File: src/rtl/spi_byte_engine.sv
// SPI mode-0 byte shifter: MSB first, 16*DIV cycles from accepted WR_STB to DONE.
// Strobes arriving while BUSY are dropped and flagged on the sticky OVR bit.
module spi_byte_engine #(
  parameter int DIVW = 4,
  parameter int DIV  = 2
) (
  input  logic       CLK,
  input  logic       nRESET,
  input  logic       SS_WR,
  input  logic [1:0] SS_DATA,
  input  logic       WR_STB,
  input  logic [7:0] WR_DATA,
  input  logic [2:0] MISO,
  output logic       SCK,
  output logic       MOSI,
  output logic [1:0] nSS,
  output logic [7:0] RD_DATA,
  output logic       BUSY,
  output logic       DONE,
  output logic       OVR
);

  typedef enum logic [1:0] {ST_IDLE, ST_LOW, ST_HIGH} state_t;

  localparam logic [DIVW-1:0] DIV_LAST = DIVW'(DIV - 1);

  state_t          state_q, state_d;
  logic [DIVW-1:0] div_q, div_d;
  logic [3:0]      bit_q, bit_d;
  logic [7:0]      shreg_q, shreg_d;
  logic [7:0]      rd_q, rd_d;
  logic [1:0]      nss_q, nss_d;
  logic            sck_q, sck_d;
  logic            mosi_q, mosi_d;
  logic            busy_q, busy_d;
  logic            done_q, done_d;
  logic            ovr_q, ovr_d;
  logic            misox;

  // Line 2 answers only when no slave is selected.
  assign misox = (MISO[0] & ~nss_q[0]) | (MISO[1] & ~nss_q[1]) |
                 (MISO[2] & nss_q[0] & nss_q[1]);

  always_comb begin
    state_d = state_q;
    div_d   = div_q;
    bit_d   = bit_q;
    shreg_d = shreg_q;
    rd_d    = rd_q;
    nss_d   = nss_q;
    sck_d   = sck_q;
    mosi_d  = mosi_q;
    busy_d  = busy_q;
    done_d  = 1'b0;
    ovr_d   = ovr_q;

    if (SS_WR) begin
      if (busy_q) ovr_d = 1'b1;
      else        nss_d = SS_DATA;
    end

    case (state_q)
      ST_IDLE: begin
        if (WR_STB) begin
          shreg_d = WR_DATA;
          mosi_d  = WR_DATA[7];
          bit_d   = 4'd0;
          div_d   = '0;
          busy_d  = 1'b1;
          ovr_d   = 1'b0;
          state_d = ST_LOW;
        end
      end
      ST_LOW: begin
        if (WR_STB) ovr_d = 1'b1;
        if (div_q == DIV_LAST) begin
          div_d   = '0;
          sck_d   = 1'b1;
          shreg_d = {shreg_q[6:0], misox};
          state_d = ST_HIGH;
        end else begin
          div_d = div_q + 1'b1;
        end
      end
      ST_HIGH: begin
        if (WR_STB) ovr_d = 1'b1;
        if (div_q == DIV_LAST) begin
          div_d = '0;
          sck_d = 1'b0;
          bit_d = bit_q + 4'd1;
          if (bit_q == 4'd7) begin
            // Last falling edge: MOSI keeps the final bit.
            state_d = ST_IDLE;
            busy_d  = 1'b0;
            done_d  = 1'b1;
            rd_d    = shreg_q;
          end else begin
            mosi_d  = shreg_q[7];
            state_d = ST_LOW;
          end
        end else begin
          div_d = div_q + 1'b1;
        end
      end
      default: state_d = ST_IDLE;
    endcase
  end

  always_ff @(posedge CLK or negedge nRESET) begin
    if (!nRESET) begin
      state_q <= ST_IDLE;
      div_q   <= '0;
      bit_q   <= 4'd0;
      shreg_q <= 8'h00;
      rd_q    <= 8'h00;
      nss_q   <= 2'b11;
      sck_q   <= 1'b0;
      mosi_q  <= 1'b0;
      busy_q  <= 1'b0;
      done_q  <= 1'b0;
      ovr_q   <= 1'b0;
    end else begin
      state_q <= state_d;
      div_q   <= div_d;
      bit_q   <= bit_d;
      shreg_q <= shreg_d;
      rd_q    <= rd_d;
      nss_q   <= nss_d;
      sck_q   <= sck_d;
      mosi_q  <= mosi_d;
      busy_q  <= busy_d;
      done_q  <= done_d;
      ovr_q   <= ovr_d;
    end
  end

  assign SCK     = sck_q;
  assign MOSI    = mosi_q;
  assign nSS     = nss_q;
  assign RD_DATA = rd_q;
  assign BUSY    = busy_q;
  assign DONE    = done_q;
  assign OVR     = ovr_q;

endmodule
File: config.mk
export PLATFORM = sky130hd
export DESIGN_NAME = spi_byte_engine
export DESIGN_NICKNAME = d
export VERILOG_FILES = /design/src/rtl/spi_byte_engine.sv
export SDC_FILE = /design/constraint.sdc
export NUM_CORES = 1
export LEC_CHECK = 0
export CAP_MARGIN = 20
export CELL_PAD_IN_SITES_DETAIL_PLACEMENT = 2
export CELL_PAD_IN_SITES_GLOBAL_PLACEMENT = 2
export CORE_ASPECT_RATIO = 1.1
export CORE_MARGIN = 2
export CORE_UTILIZATION = 34
export CTS_BUF_LIST = sky130_fd_sc_hd__clkbuf_2 sky130_fd_sc_hd__clkbuf_4 sky130_fd_sc_hd__clkbuf_8
export DETAILED_ROUTE_END_ITERATION = 7
export GPL_TIMING_DRIVEN = 1
export PLACE_DENSITY = 0.86
export SLEW_MARGIN = 40
export SYNTH_ARGS = -nofsm -noshare
export SYNTH_HDL_FRONTEND = slang
export SYNTH_SLANG_ARGS = --single-unit
File: constraint.sdc
create_clock -name CLK -period 2.2 [get_ports CLK]
set_input_delay 0.33 -clock CLK [delete_from_list [all_inputs] [get_ports CLK]]
set_output_delay 0.33 -clock CLK [all_outputs]
set_load 0.1 [all_outputs]
==> reports/metrics.yaml, run 1 <==
run_status: "completed"
power_switching_mw: 1.30
start_kind: "flip-flop"
yosys.area.top_type: "dfrtp_1"
drt_wl_total_um: 5380
mostFrequentLayoutCells: "dfrtp_1 (31), buf_4 (22), nor2_1 (18)"
drtAntennaViolNets: 0
power.density_mw_per_mm2: 1280
cts_tree: "built"
nets: 225
dieHeight_um: 77.7
area_growth_pct: 28.0
slew_viol_final: 0
synth_compound_area_frac: 0.132
synth_xor_area_frac: 0
hold_buffers: 0
synth.top_cell.area_share: 0.462
drv_cap: 0
grt_setup_unrepaired: "false"
synth_fa_ha_area_frac: 0.0522
multiInputGateArea_um2: 785
p_leak_nw: 1.00
synth-seq-cells: 33
dr_total_vias: 1420
crit_type: "reg2reg"
gr-total-overflow: 0
yosysWarnings: 0
post-cts-setup-buffers: 0
cp.arrival_ps: 2170
drt-initial-drc-count: 40
wire_per_inst_um: 20.8
firstDrtPassIters: 4
n_fill_cell: 513
viasPerCell: 5.50
grtUsageTotal: 0.204
drc: 0
period_minus_slack_ps: 1950
hpwl_um: 3710
max_freq_ghz: 0.513
intPower_mw: 1.45
fin_setup_tns_ps: 0
timing.final.hold_violations: 0
core-area_mm2: 0.00468
clkSinkCount: 33
start_util: 0.358
n_antenna_cell: 0
irDropWorstVdd_mv: 0.449
ios: 32
syn_avg_cell_area_um2: 10.4
fp.dieArea_mm2: 0.00551
reg2reg_from: "state_q[0]"
synthSimpleGateAreaFrac: 0.169
clk_latency_ps: 290
hp-class: "in2async"
power_frac_seq: 0.329
grt_max_degree: 34
ys_seq_area_frac: 0.494
antenna_found_initial: 0
seqCellArea_um2: 828
startpoint: "state_q[0]"
cts.clk_slew.worst_paths_ps: 70
synth_cell_type_count: 37
numCtsBuffers: 5
cts_root_buf: "clkbuf_8"
cp_max_fo: 8
dp.cells: 249
relSlewSlack: 0.693
p_clk_frac: 0.166
grt_pass1_vias: 1644
syn_nets: 185
p_sw_frac: 0.474
die_w_um: 71.0
rows: 26
gp_congestion: 0.801
synthTopCellsByArea: "dfrtp_1 (46%), mux2_2 (6.7%), ha_1 (5.2%)"
final-instance-count-excl-fill: 258
final_common_cell: "dfrtp_1"
h-tree-depth: 2
setup_viol_count_final: 0
drive_gt1_frac: 0.238
synth_top_family_by_area: "simple AND/OR/NAND/NOR gates"
fin_crit_sh: 0.886
combPwrFrac: 0.505
cp-end-kind: "flip-flop"
worst_pin_slew_ps: 460
synth.mux.area_fraction: 0.115
cts_resized: 0
fin_skew_ps: 6.41
syn_inst: 161
clk_path_buf_depth: 2
required_ps: 2420
grt_pass1_wl_um: 8630
syn_area_mm2: 0.00168
portBuffers: 31
[registers in the layout (all words and copies together), names as in the netlist]
signal / count
OVR: 1
bit_q: 4
state_q: 2
nSS: 2
shreg_q: 8
BUSY: 1
SCK: 1
RD_DATA: 8
div_q: 4
DONE: 1
MOSI: 1
[Yosys cell counts, drive strengths merged]
cell and instances:
mux2 10, clkbuf 5, nand3 8, dfstp 2
nor3 3, nor3b 2, nand2b 1, or3 1
nand2 7, or4 1, nor4 1, or3b 1
a21oi 13, or4bb 1, o21ai 9, nor2b 3
ha 7, nor4b 1, a221oi 1, a22o 1
buf 1, o22ai 1, nand4 4, inv 9
a211oi 2, nor2 18, mux2i 8, o31ai 2
and3b 1, nand3b 1, dfrtp 31, a31oi 2
a21o 2, o311a 1
[final timing paths]
path	end	slack, ps	cells past startpoint
min in group CLK	RD_DATA[5]	520	1
setup reg to reg	div_q[0]	250	7
hold / removal	div_q[2]	440	2
max in group asynchronous	nSS[1]	1400	2
hold reg to reg	RD_DATA[5]	520	1
setup / recovery	div_q[0]	250	7
[logic make-up after synthesis]
kind of cell               after synthesis
adders and majority gates                7
muxes                                   18
buffers and inverters                   15
and+or+nand+nor                         54
AOI/OAI and AO/OA                       34
DFF                                     33
[critical path: stages (launching register included)]
cell	delay (ps)
dfrtp_1	410
inv_1	90
ha_1	320
nand2b_1	310
nand2_1	120
buf_4	180
nor3_1	290
a21o_1	140
[per-layer routing]
layer | wire [um] | track usage | up-vias | part of all wire
met5 | 0 | 0 | - | 0
met3 | 185 | 0.0506 | 9 | 0.034
li1 | - | - | 651 | -
met1 | 2240 | 0.250 | 726 | 0.42
met2 | 2870 | 0.342 | 34 | 0.53
met4 | 82 | 0.0830 | 0 | 0.015
[per-stage QoR]
step / setup slack [ps] / power, mW / instance area (um2) / util / hold slack (ps)
global placement: 204 / 2.09 / 2040 / 0.436 / 495
finish: 251 / 2.75 / 2150 / 0.459 / 445
CTS: 10.9 / 2.68 / 2130 / 0.454 / 468
detailed placement: 117 / 2.20 / 2040 / 0.436 / 504
floorplan: 485 / 1.83 / 1680 / - / 34.4
global route: 137 / 2.92 / 2150 / 0.459 / 483
[power groups by stage]
stage               clock network [mW]  registers [mW]  logic, mW
detailed placement                   0           0.909       1.29
global route                     0.504           0.925       1.49
finish                           0.456           0.904       1.39
CTS                              0.467           0.902       1.31
global placement                     0           0.892       1.20
floorplan                            0            1.17      0.661
[final cells by class]
type	count	share of cell area
clock buffer	5	0.0320
clock inverter	3	0.00815
inverter	9	0.0157
multi-input combinational	113	0.365
sequential	33	0.386
tap	56	0.0326
timing repair buffer	39	0.161
Note: power is estimated with default switching activity, not from simulation.
==> run 2: changes to the inputs <==
Settings changed: HOLD_SLACK_MARGIN set to 0.02.
==> results of run 2 <==
The final DEF is identical to that of run 1; final timing and power are the same.
==> run 3: changes to the inputs <==
Settings changed: ABC_AREA set to 0, GPL_TIMING_DRIVEN 1 to 0.
==> reports/metrics.yaml, run 3 (synthesized netlist as in run 1, its figures left out) <==
grt_pass1_wl_um: 8610
irDropWorstVdd_mv: 0.580
gr-total-overflow: 0
final-instance-count-excl-fill: 258
mostFrequentLayoutCells: "dfrtp_1 (31), nor2_1 (18), buf_2 (16)"
start_util: 0.358
rows: 26
worst_pin_slew_ps: 707
gp_congestion: 0.796
cts.clk_slew.worst_paths_ps: 70
fin_skew_ps: 9.85
wire_per_inst_um: 19.8
cp_max_fo: 10
crit_type: "reg2reg"
n_antenna_cell: 0
fin_crit_sh: 0.937
cts_tree: "built"
hpwl_um: 3690
drv_cap: 0
worst_slack_ps: 138
fp.dieArea_mm2: 0.00551
intPower_mw: 1.39
ios: 32
dieHeight_um: 77.7
drt-initial-drc-count: 47
portBuffers: 31
grt_pass1_vias: 1689
drc: 0
antenna_found_initial: 0
relSlewSlack: 0.529
power_switching_mw: 1.27
drive_gt1_frac: 0.228
firstDrtPassIters: 4
clk_path_buf_depth: 2
setup_viol_count_final: 0
cp-end-kind: "flip-flop"
h-tree-depth: 2
cts_root_buf: "clkbuf_8"
dp.cells: 249
dr_total_vias: 1420
power_frac_seq: 0.336
clk_latency_ps: 290
final_common_cell: "dfrtp_1"
run_status: "completed"
p_clk_frac: 0.176
combPwrFrac: 0.488
viasPerCell: 5.50
cp.arrival_ps: 2220
p_sw_frac: 0.478
numCtsBuffers: 5
slew_viol_final: 0
core-area_mm2: 0.00468
drtAntennaViolNets: 0
power_mw: 2.66
hp-class: "in2async"
fin_setup_tns_ps: 0
grt_max_degree: 22
die_w_um: 71.0
clkSinkCount: 33
power.density_mw_per_mm2: 1260
nets: 225
start_kind: "flip-flop"
timing.final.hold_violations: 0
period_minus_slack_ps: 2060
area_growth_pct: 25.7
grtUsageTotal: 0.202
p_leak_nw: 0.993
drt_wl_total_um: 5120
max_freq_ghz: 0.485
required_ps: 2350
pre_cts_slack_ps: 10.0
run 3: cell types whose count changed in the layout (fill, tap and decap cells not counted), moves of 2 or more:
cell | previous run | this run
buf_2 | 0 | 16
buf_4 | 22 | 0
clkbuf_2 | 0 | 2
clkbuf_1 | 0 | 3
run 3: through the flow:
stage	hold WS [ps]	util	instance area (um2)
floorplan	34.4	-	1680
detailed placement	259	0.428	2010
global route	509	0.450	2110
global placement	491	0.439	2060
CTS	491	0.449	2100
finish	485	0.450	2110
run 3: per-layer routing:
metal | track usage | wire [um]
met1 | 0.223 | 2160
met2 | 0.381 | 2700
met3 | 0.0416 | 138
met4 | 0.0623 | 125
met5 | 0 | 0
run 3: power by group through the flow:
stage	Sequential, mW	Clock (mW)	Combinational, mW
6_report	0.894	0.469	1.30
2_1_floorplan	1.17	0	0.661
5_1_grt	0.920	0.510	1.40
4_1_cts	0.896	0.478	1.31
3_3_place_gp	0.884	0	1.24
3_5_place_dp	0.901	0	1.29
run 3: critical path: stages, from the launching register on:
cell	delay, ps
dfrtp_1	410
inv_1	110
ha_1	160
clkbuf_1	340
clkbuf_1	400
nor2_1	140
o21ai_0	260
nand3_1	110
run 3: cell type report:
cell class                 instances  area [um2]
fill                             519        2580
timing repair buffer              33         268
clock inverter                     2        10.0
tap                               56        70.1
inverter                           9        33.8
sequential                        33         828
multi-input combinational        113         790
buffer                             6        32.5
clock buffer                       6        76.3
run 3: final timing paths:
path	slack [ps]	cells after the start	from	end
max in group asynchronous	1200	3	nRESET	nSS[0]
min in group CLK	510	1	RD_DATA[0]	RD_DATA[0]
max	140	7	state_q[0]	bit_q[1]
min reg2reg	510	1	RD_DATA[0]	RD_DATA[0]
max reg2reg	140	7	state_q[0]	bit_q[1]
min	490	2	nRESET	state_q[0]
run 3: timing repair:
item / in CTS / in global routing
resized for setup: 0 / 3
setup endpoints to repair: 0 / 2
hold buffers: 1 / 0
endpoints found under the hold margin: 12 / 0
buffers inserted: 0 / 0
